--- config.mk ---
export PLATFORM = sky130hd
export DESIGN_NAME = hdr_parser_core
export DESIGN_NICKNAME = d
export VERILOG_FILES = /design/src/rtl/hdr_parser_core.sv
export SDC_FILE = /design/constraint.sdc
export NUM_CORES = 1
export LEC_CHECK = 0
export CORE_MARGIN = 2
export CORE_UTILIZATION = 42
export DETAILED_ROUTE_END_ITERATION = 10
export PLACE_DENSITY_LB_ADDON = 0.25
export SYNTH_ARGS = -nofsm -noshare
export SYNTH_HDL_FRONTEND = slang
export SYNTH_SLANG_ARGS = --single-unit
--- constraint.sdc ---
create_clock -name clk -period 2.8 [get_ports clk]
set_input_delay 0.56 -clock clk [delete_from_list [all_inputs] [get_ports clk]]
set_output_delay 0.56 -clock clk [all_outputs]
set_load 0.02 [all_outputs]
--- src/rtl/hdr_parser_core.sv ---
`default_nettype none
// ============================================================================
// Module      : hdr_parser_core
// Description : Packet header parser for the reconfigurable switch pipeline.
//               Reads a descriptor word at byte address 0 (bits[7:0] = header
//               count N, clamped to NUM_HEADERS), then N header words at
//               4, 8, ... through a synchronous-SRAM memory port, and presents
//               them as one flat vector with ready_o flagging completion.
//               Optional macro PARSER_BSWAP_EN: byte-swap each captured
//               header word (network to host order); descriptor unswapped.
// Revision    : 1.0 - initial release
// ============================================================================
module hdr_parser_core #(
   parameter int WORD_WIDTH  = 32,
   parameter int NUM_HEADERS = 8,
   parameter int ADDR_W      = 32,
   parameter int DATA_W      = 32
) (
   input  logic                              clk,
   input  logic                              rst,
   input  logic                              start_i,
   output logic                              mem_ce_o,
   output logic                              mem_we_o,
   output logic [ADDR_W-1:0]                 mem_addr_o,
   output logic [3:0]                        mem_width_o,
   output logic [DATA_W-1:0]                 mem_data_o,
   input  logic [DATA_W-1:0]                 mem_data_i,
   output logic                              ready_o,
   output logic [WORD_WIDTH*NUM_HEADERS-1:0] parsed_hdrs_o
);

   localparam int                c_CNT_W    = $clog2(NUM_HEADERS + 1);
   localparam logic [c_CNT_W-1:0] c_MAX_HDRS = c_CNT_W'(NUM_HEADERS);

   typedef enum logic [2:0] {
      S_IDLE     = 3'd0,
      S_REQ_DESC = 3'd1,
      S_CAP_DESC = 3'd2,
      S_REQ_HDR  = 3'd3,
      S_CAP_HDR  = 3'd4,
      S_DONE     = 3'd5
   } state_t;

   state_t                 r_state;
   state_t                 w_next;
   logic [c_CNT_W-1:0]     r_k;
   logic [c_CNT_W-1:0]     r_n;
   logic [c_CNT_W-1:0]     w_k_inc;
   logic [c_CNT_W-1:0]     w_n_clamp;
   logic [7:0]             w_desc_cnt;
   logic [ADDR_W-1:0]      w_hdr_addr;
   logic [WORD_WIDTH-1:0]  w_cap_word;
   logic [WORD_WIDTH-1:0]  r_hdr [NUM_HEADERS];
   logic                   r_ready;

   assign w_desc_cnt = mem_data_i[7:0];
   assign w_n_clamp  = (w_desc_cnt > 8'(NUM_HEADERS)) ? c_MAX_HDRS : c_CNT_W'(w_desc_cnt);
   assign w_k_inc    = r_k + c_CNT_W'(1);
   // Header k lives at byte address 4*(k+1); the descriptor occupies word 0.
   assign w_hdr_addr = {(ADDR_W-2)'(w_k_inc), 2'b00};

`ifdef PARSER_BSWAP_EN
   generate
      for (genvar b = 0; b < WORD_WIDTH/8; b++) begin : g_bswap
         assign w_cap_word[8*b +: 8] = mem_data_i[WORD_WIDTH-8-8*b +: 8];
      end
   endgenerate
`else
   assign w_cap_word = mem_data_i[WORD_WIDTH-1:0];
`endif

   // The parser never writes memory.
   assign mem_we_o   = 1'b0;
   assign mem_data_o = '0;
   assign ready_o    = r_ready;

   generate
      for (genvar i = 0; i < NUM_HEADERS; i++) begin : g_pack
         assign parsed_hdrs_o[i*WORD_WIDTH +: WORD_WIDTH] = r_hdr[i];
      end
   endgenerate

   // State register.
   always_ff @(posedge clk) begin
      if (rst) r_state <= S_IDLE;
      else     r_state <= w_next;
   end

   // Next-state and memory-port control; read data is captured one cycle
   // after the request, so each CAP state holds the address of its REQ state.
   always_comb begin
      w_next      = r_state;
      mem_ce_o    = 1'b0;
      mem_addr_o  = '0;
      mem_width_o = 4'd0;
      case (r_state)
         S_IDLE:     if (start_i) w_next = S_REQ_DESC;
         S_REQ_DESC: begin
            mem_ce_o = 1'b1;
            w_next   = S_CAP_DESC;
         end
         S_CAP_DESC: begin
            mem_ce_o = 1'b1;
            w_next   = (w_n_clamp != '0) ? S_REQ_HDR : S_DONE;
         end
         S_REQ_HDR: begin
            mem_ce_o   = 1'b1;
            mem_addr_o = w_hdr_addr;
            w_next     = S_CAP_HDR;
         end
         S_CAP_HDR: begin
            mem_ce_o   = 1'b1;
            mem_addr_o = w_hdr_addr;
            w_next     = (w_k_inc == r_n) ? S_DONE : S_REQ_HDR;
         end
         S_DONE:     if (!start_i) w_next = S_IDLE;
         default:    w_next = S_IDLE;
      endcase
      mem_width_o = mem_ce_o ? 4'd4 : 4'd0;
   end

   // Header capture, count tracking and the registered completion flag.
   // ready_o follows DONE by one cycle and drops together with the return
   // to IDLE, giving a start-to-ready latency of 3+2N edges.
   always_ff @(posedge clk) begin
      if (rst) begin
         r_k     <= '0;
         r_n     <= '0;
         r_ready <= 1'b0;
         for (int i = 0; i < NUM_HEADERS; i++) r_hdr[i] <= '0;
      end else begin
         r_ready <= (r_state == S_DONE) && start_i;
         case (r_state)
            S_IDLE: begin
               if (start_i) begin
                  for (int i = 0; i < NUM_HEADERS; i++) r_hdr[i] <= '0;
               end
            end
            S_CAP_DESC: begin
               r_n <= w_n_clamp;
               r_k <= '0;
            end
            S_CAP_HDR: begin
               for (int i = 0; i < NUM_HEADERS; i++) begin
                  if (r_k == c_CNT_W'(i)) r_hdr[i] <= w_cap_word;
               end
               r_k <= w_k_inc;
            end
            default: ;
         endcase
      end
   end

endmodule
`default_nettype wire

### After elaboration in Yosys (flattened, before gate mapping)

Memories as Yosys holds them, arrays and structs flattened.
Index checks and enable logic that the tools add are counted.

* bitwise gates (word level): 16
* eq/ne operators: 15
* reductions and logical operators: 8
* order comparisons: 1
* mux-type cells: 64
* add/sub/neg operators: 1

Operator list (number)
* 2-to-1 mux 32 bit: 16
* 2-to-1 mux 1 bit: 39
* one-hot mux 3 bit (6 select lines): 1
* equality test 4 x 3 -> 1 bit, second input constant: 4
* OR 1 bit: 16
* 2-to-1 mux 3 bit: 5
* equality test 4 x 2 -> 1 bit, second input constant: 2
* > comparator 8 x 4 -> 1 bit, second input constant: 1
* one-hot mux 4 bit (2 select lines): 1
* equality test 3 x 2 -> 1 bit, second input constant: 2
* equality test 3 bit, second input constant: 2
* 2-to-1 mux 6 bit: 1
* adder 4 x 1 -> 4 bit, second input constant: 1
* equality test 4 x 1 -> 1 bit, second input constant: 1
* equality test 4 bit: 1
* logical NOT 4 bit: 1
* 2-to-1 mux 4 bit: 1
* != test 2 bit, second input constant: 2
* nonzero test 4 bit: 1
* OR reduction 4 bit: 1
* equality test 3 x 1 -> 1 bit, second input constant: 1
* logical NOT 3 bit: 1
* AND reduction 2 bit: 1
* nonzero test 2 bit: 1
* other kinds (2): 2

* word-level logic and storage cells: 110
* bits in writable memories: 256
* register bits: 12
* output and inout bits: 327
* bits of input ports: 35
* memories kept: 1

Memory list
* r_hdr: depth 8, bits a word 32, rd ports 8, clocked after memory_dff 0, write ports 8, line 53 `logic [WORD_WIDTH-1:0] r_hdr [NUM_HEADERS];`

### Depth between registers and ports, before layout

* depth after elaboration: 6
* mapped depth: 8
* mapped depth without buffers: 5

### Worst setup path before layout

Ideal clock, no wire load.

* path type: register to register
* from: reg r_state[1]
* to: mem r_hdr[3][4], in the netlist r_hdr[0][100], enable pin
* arrival time: 2294 ps
* path slack: 118 ps
* clock period less this slack: 2682 ps
* setup time: 388 ps
* stages on the path, launching flop included: 7
* cells stage by stage: dfxtp_1 -> clkbuf_1 -> or3b_4 -> or2_4 -> nor3_4 -> clkbuf_2 -> a21o_1

RTL lines
* start: declaration: line 44 `state_t r_state;`
* start signal: assignment: line 86 `else r_state <= w_next;`
* end: declaration: line 53

### Worst setup path after layout

* from: reg r_state[0]
* to: out mem_addr_o[3]

* longest elaborated chain between the ends: 3

RTL lines
* equality test 3 bit or equality test 3 x 2 -> 1 bit (tied branches): line 96 `case (r_state)`
* OR reduction 2 bit (no source line) (*)
* 2-to-1 mux 6 bit (*): line 96
* end: declaration: line 24 `output logic [ADDR_W-1:0] mem_addr_o,`

Mark *: on every way between the ends. The rest lies on a longest branch, timed or not.

==> flow_summary.toml <==
[outcome]
outcome = "finished, final reports clean"

[clocking]
clk_pin_slew_ps = 60
cts_max_level = 1
cts_tree = "yes"
cts_root_buffer = "clkbuf_16"
clock-sinks = 268
cts_max_path_buffers = 3
clk_latency_ps = 540
cts_buffers = 27
postCtsSetupBuffers = 0

[floorplan]
coreArea_sq_mm = 0.02525
die_w_um = 164.7
start_util = 0.4295
fp.dieH_um = 164.7
ios = 362
num_rows = 58
dieArea_sq_mm = 0.02713

[hold_path]
hp-start = "r_hdr[0][11]$_SDFFE_PP0P_"
hold_end = "r_hdr[0][11]$_SDFFE_PP0P_"
worst_hold_path_type = "reg -> reg"
holdPathStages = 2

[worst_setup_path]
rrSetupSlack_ps = 520
reg2reg_from = "r_k[0]$_SDFFE_PP0P_"
r2r.worst_path.cells = 5
cp_max_fo = 10
worstPathRequired_ps = 2240
start_kind = "flip-flop"
timing.rr.end = "r_hdr[1][113]$_SDFFCE_PN0P_"
cp-startpoint = "r_state[0]$_SDFFE_PP0P_"
cp-end-kind = "output port"
critPathKind = "reg -> out"
arrival_ps = 2090

[timing]
hold_viol_final = 0
report.final.slew_viol_count = 0
min_period_over_period = 0.9478
fin_crit_ps = 2654
slew-limit-headroom = 0.5017
fmax_ghz = 0.3768
rsz0062_at_grt = "false"
worst_pin_slew_ps = 745.8
worst_slack_ps = 146.2
holdWs_ps = 453.5
totalNegativeSetupSlack_ps = 0
setup_viol_count_final = 0
skew_ps = 21.00

[synthesis]
syn_area_sq_mm = 0.01085
ys.flop_type = "edfxtp_1"
ys_seq_elements = 268
synthArstFlopShare = 0
ys_types = 48
synth_top_area_share = 0.6201
synth_largest_area_cell = "edfxtp_1"
synth_cells = 813
ys_warn_count = 0
avgSynthCellArea_sq_um = 13.34
yosys-top-cells-area = "edfxtp_1 62%, and3_1 13%, dfxtp_1 8.1%, buf_4 4.6%, nand2_1 2.4%"
synth_edf_count = 224
yosysSeqAreaShare = 0.7013

[detailed_routing]
ant_nets = 0
post_drt_wl_per_cell_um = 21.31
first_pass_iters = 5
via_count = 7532
first_iter_violations = 644
drc = 0
drt-total-wl_mm = 31.12
via_per_inst = 5.159

[final_layout]
layout.nets = 1148
num_antenna_cells = 0
stdcell_area_sq_mm = 0.01493
syn2layout_area_growth_pct = 37.65
post_route_cells_drive_above_1_share = 0.08496

[global_routing]
grt_pass1_wl_mm = 45.14
antenna_found_initial = 1
grt_max_degree = 129
grt-ovfl-total = 0
grt_pass1_vias = 7165
grt_usage = 0.2240

[power_and_ir_drop]
vdd_drop_max_v = 0.0004652
p_per_area_mw_per_mm2 = 647.9
finalPower_mw = 9.673
p_leak_nw = 6.364

[placement]
place_ws_ps = 399.7
dpl.hpwl_mm = 20.32
port_buffers = 297
postPlaceCellArea_sq_mm = 0.01404
gp_congestion = 0.8351

[run]
cap_violations = 0
critical path, stage by stage, from the launching register on:
cell and delay (ps):
dfxtp_1 400, or3b_4 480, o21a_1 180, nor2b_1 140, dlygate4sd2_1 340
worst max-delay path by stage:
stage                                        to  slack [ps]
CTS                               mem_addr_o[5]         160
finish                            mem_addr_o[3]         150
floorplan           r_hdr[0][100]$_SDFFCE_PN0P_         120
global route                      mem_addr_o[2]          40
global placement        r_state[2]$_SDFFE_PP0P_         390
detailed placement  r_hdr[0][109]$_SDFFCE_PN0P_         400
synthesized netlist by cell type, types with 5 or more instances:
master / instances
a21oi_1: 40
and3_1: 224
buf_2: 5
buf_4: 66
buf_6: 6
clkbuf_1: 34
clkbuf_2: 19
dfxtp_1: 44
edfxtp_1: 224
inv_1: 5
nand2_1: 68
nand3_1: 5
nor2_1: 13
nor2b_1: 5
xnor2_1: 5
metal layers:
metal | up-vias | share of wire | track usage
li1 | 3423 | - | -
met1 | 3669 | 0.42 | 0.3080
met2 | 382 | 0.48 | 0.3653
met3 | 58 | 0.074 | 0.03491
met4 | 0 | 0.033 | 0.07589
met5 | - | 0 | 0
cell usage in the layout (no fill, tap or decap), types with 3 or more instances in the layout:
cell,synthesis,final
clkdlybuf4s50_1,0,291
and3_1,224,224
edfxtp_1,224,224
nand2_1,68,65
conb_1,1,64
dfxtp_1,44,44
a21oi_1,40,40
buf_4,66,34
clkbuf_16,0,27
nor2_1,13,13
clkbuf_1,34,7
clkinv_2,0,7
dlygate4sd2_1,0,6
inv_1,5,5
nand3_1,5,5
xnor2_1,5,5
nor2b_1,5,5
buf_12,0,5
o21ai_0,4,4
bufinv_16,0,4
a31oi_1,3,3
nand2_2,0,3
a21o_2,0,3
xor2_1,3,3
ha_2,0,3
power by group:
| group | internal, mW | leakage (nW) | switching [mW] |
|---|---|---|---|
| Clock | 2.17 | 0.438 | 1.48 |
| Combinational | 0.525 | 3.14 | 0.819 |
| Sequential | 4.59 | 2.78 | 0.0875 |
| Total | 7.29 | 6.36 | 2.38 |
stage by stage:
stage / util / instances
finish: 0.5912 / 1460
global route: 0.5912 / 1460
CTS: 0.5912 / 1460
detailed placement: 0.5559 / 1410
global placement: 0.5559 / 1410
floorplan: - / 876
registers in the layout (all words and copies together) (netlist names):
register / count
r_hdr: 256
r_state: 3
r_n: 4
r_k: 4
ready_o: 1
area by class of cell:
class                   instances  area, sq um
clock buffers                  35        715.7
clock inverters                15        182.7
fillers                      1991        10320
inverters                       5        18.77
multi-input cells             471         2673
flip-flops and latches        268         7607
well taps                     330        412.9
repair buffers                336         3321
cell families after synthesis:
group	synth area share
fa+ha+maj	0.004614
compound gates	0.03369
simple gates	0.1764
flops	0.7013
xor+xnor	0.006460
other cells	0.0003457
buf+inv	0.07717
timing repair:
| action | 4_1_cts | 5_1_grt |
|---|---|---|
| setup endpoints to repair | 6 | 0 |
| resized for setup | 6 | 0 |
| hold buffers | 0 | 0 |
Power figures use the tool's default switching activity.
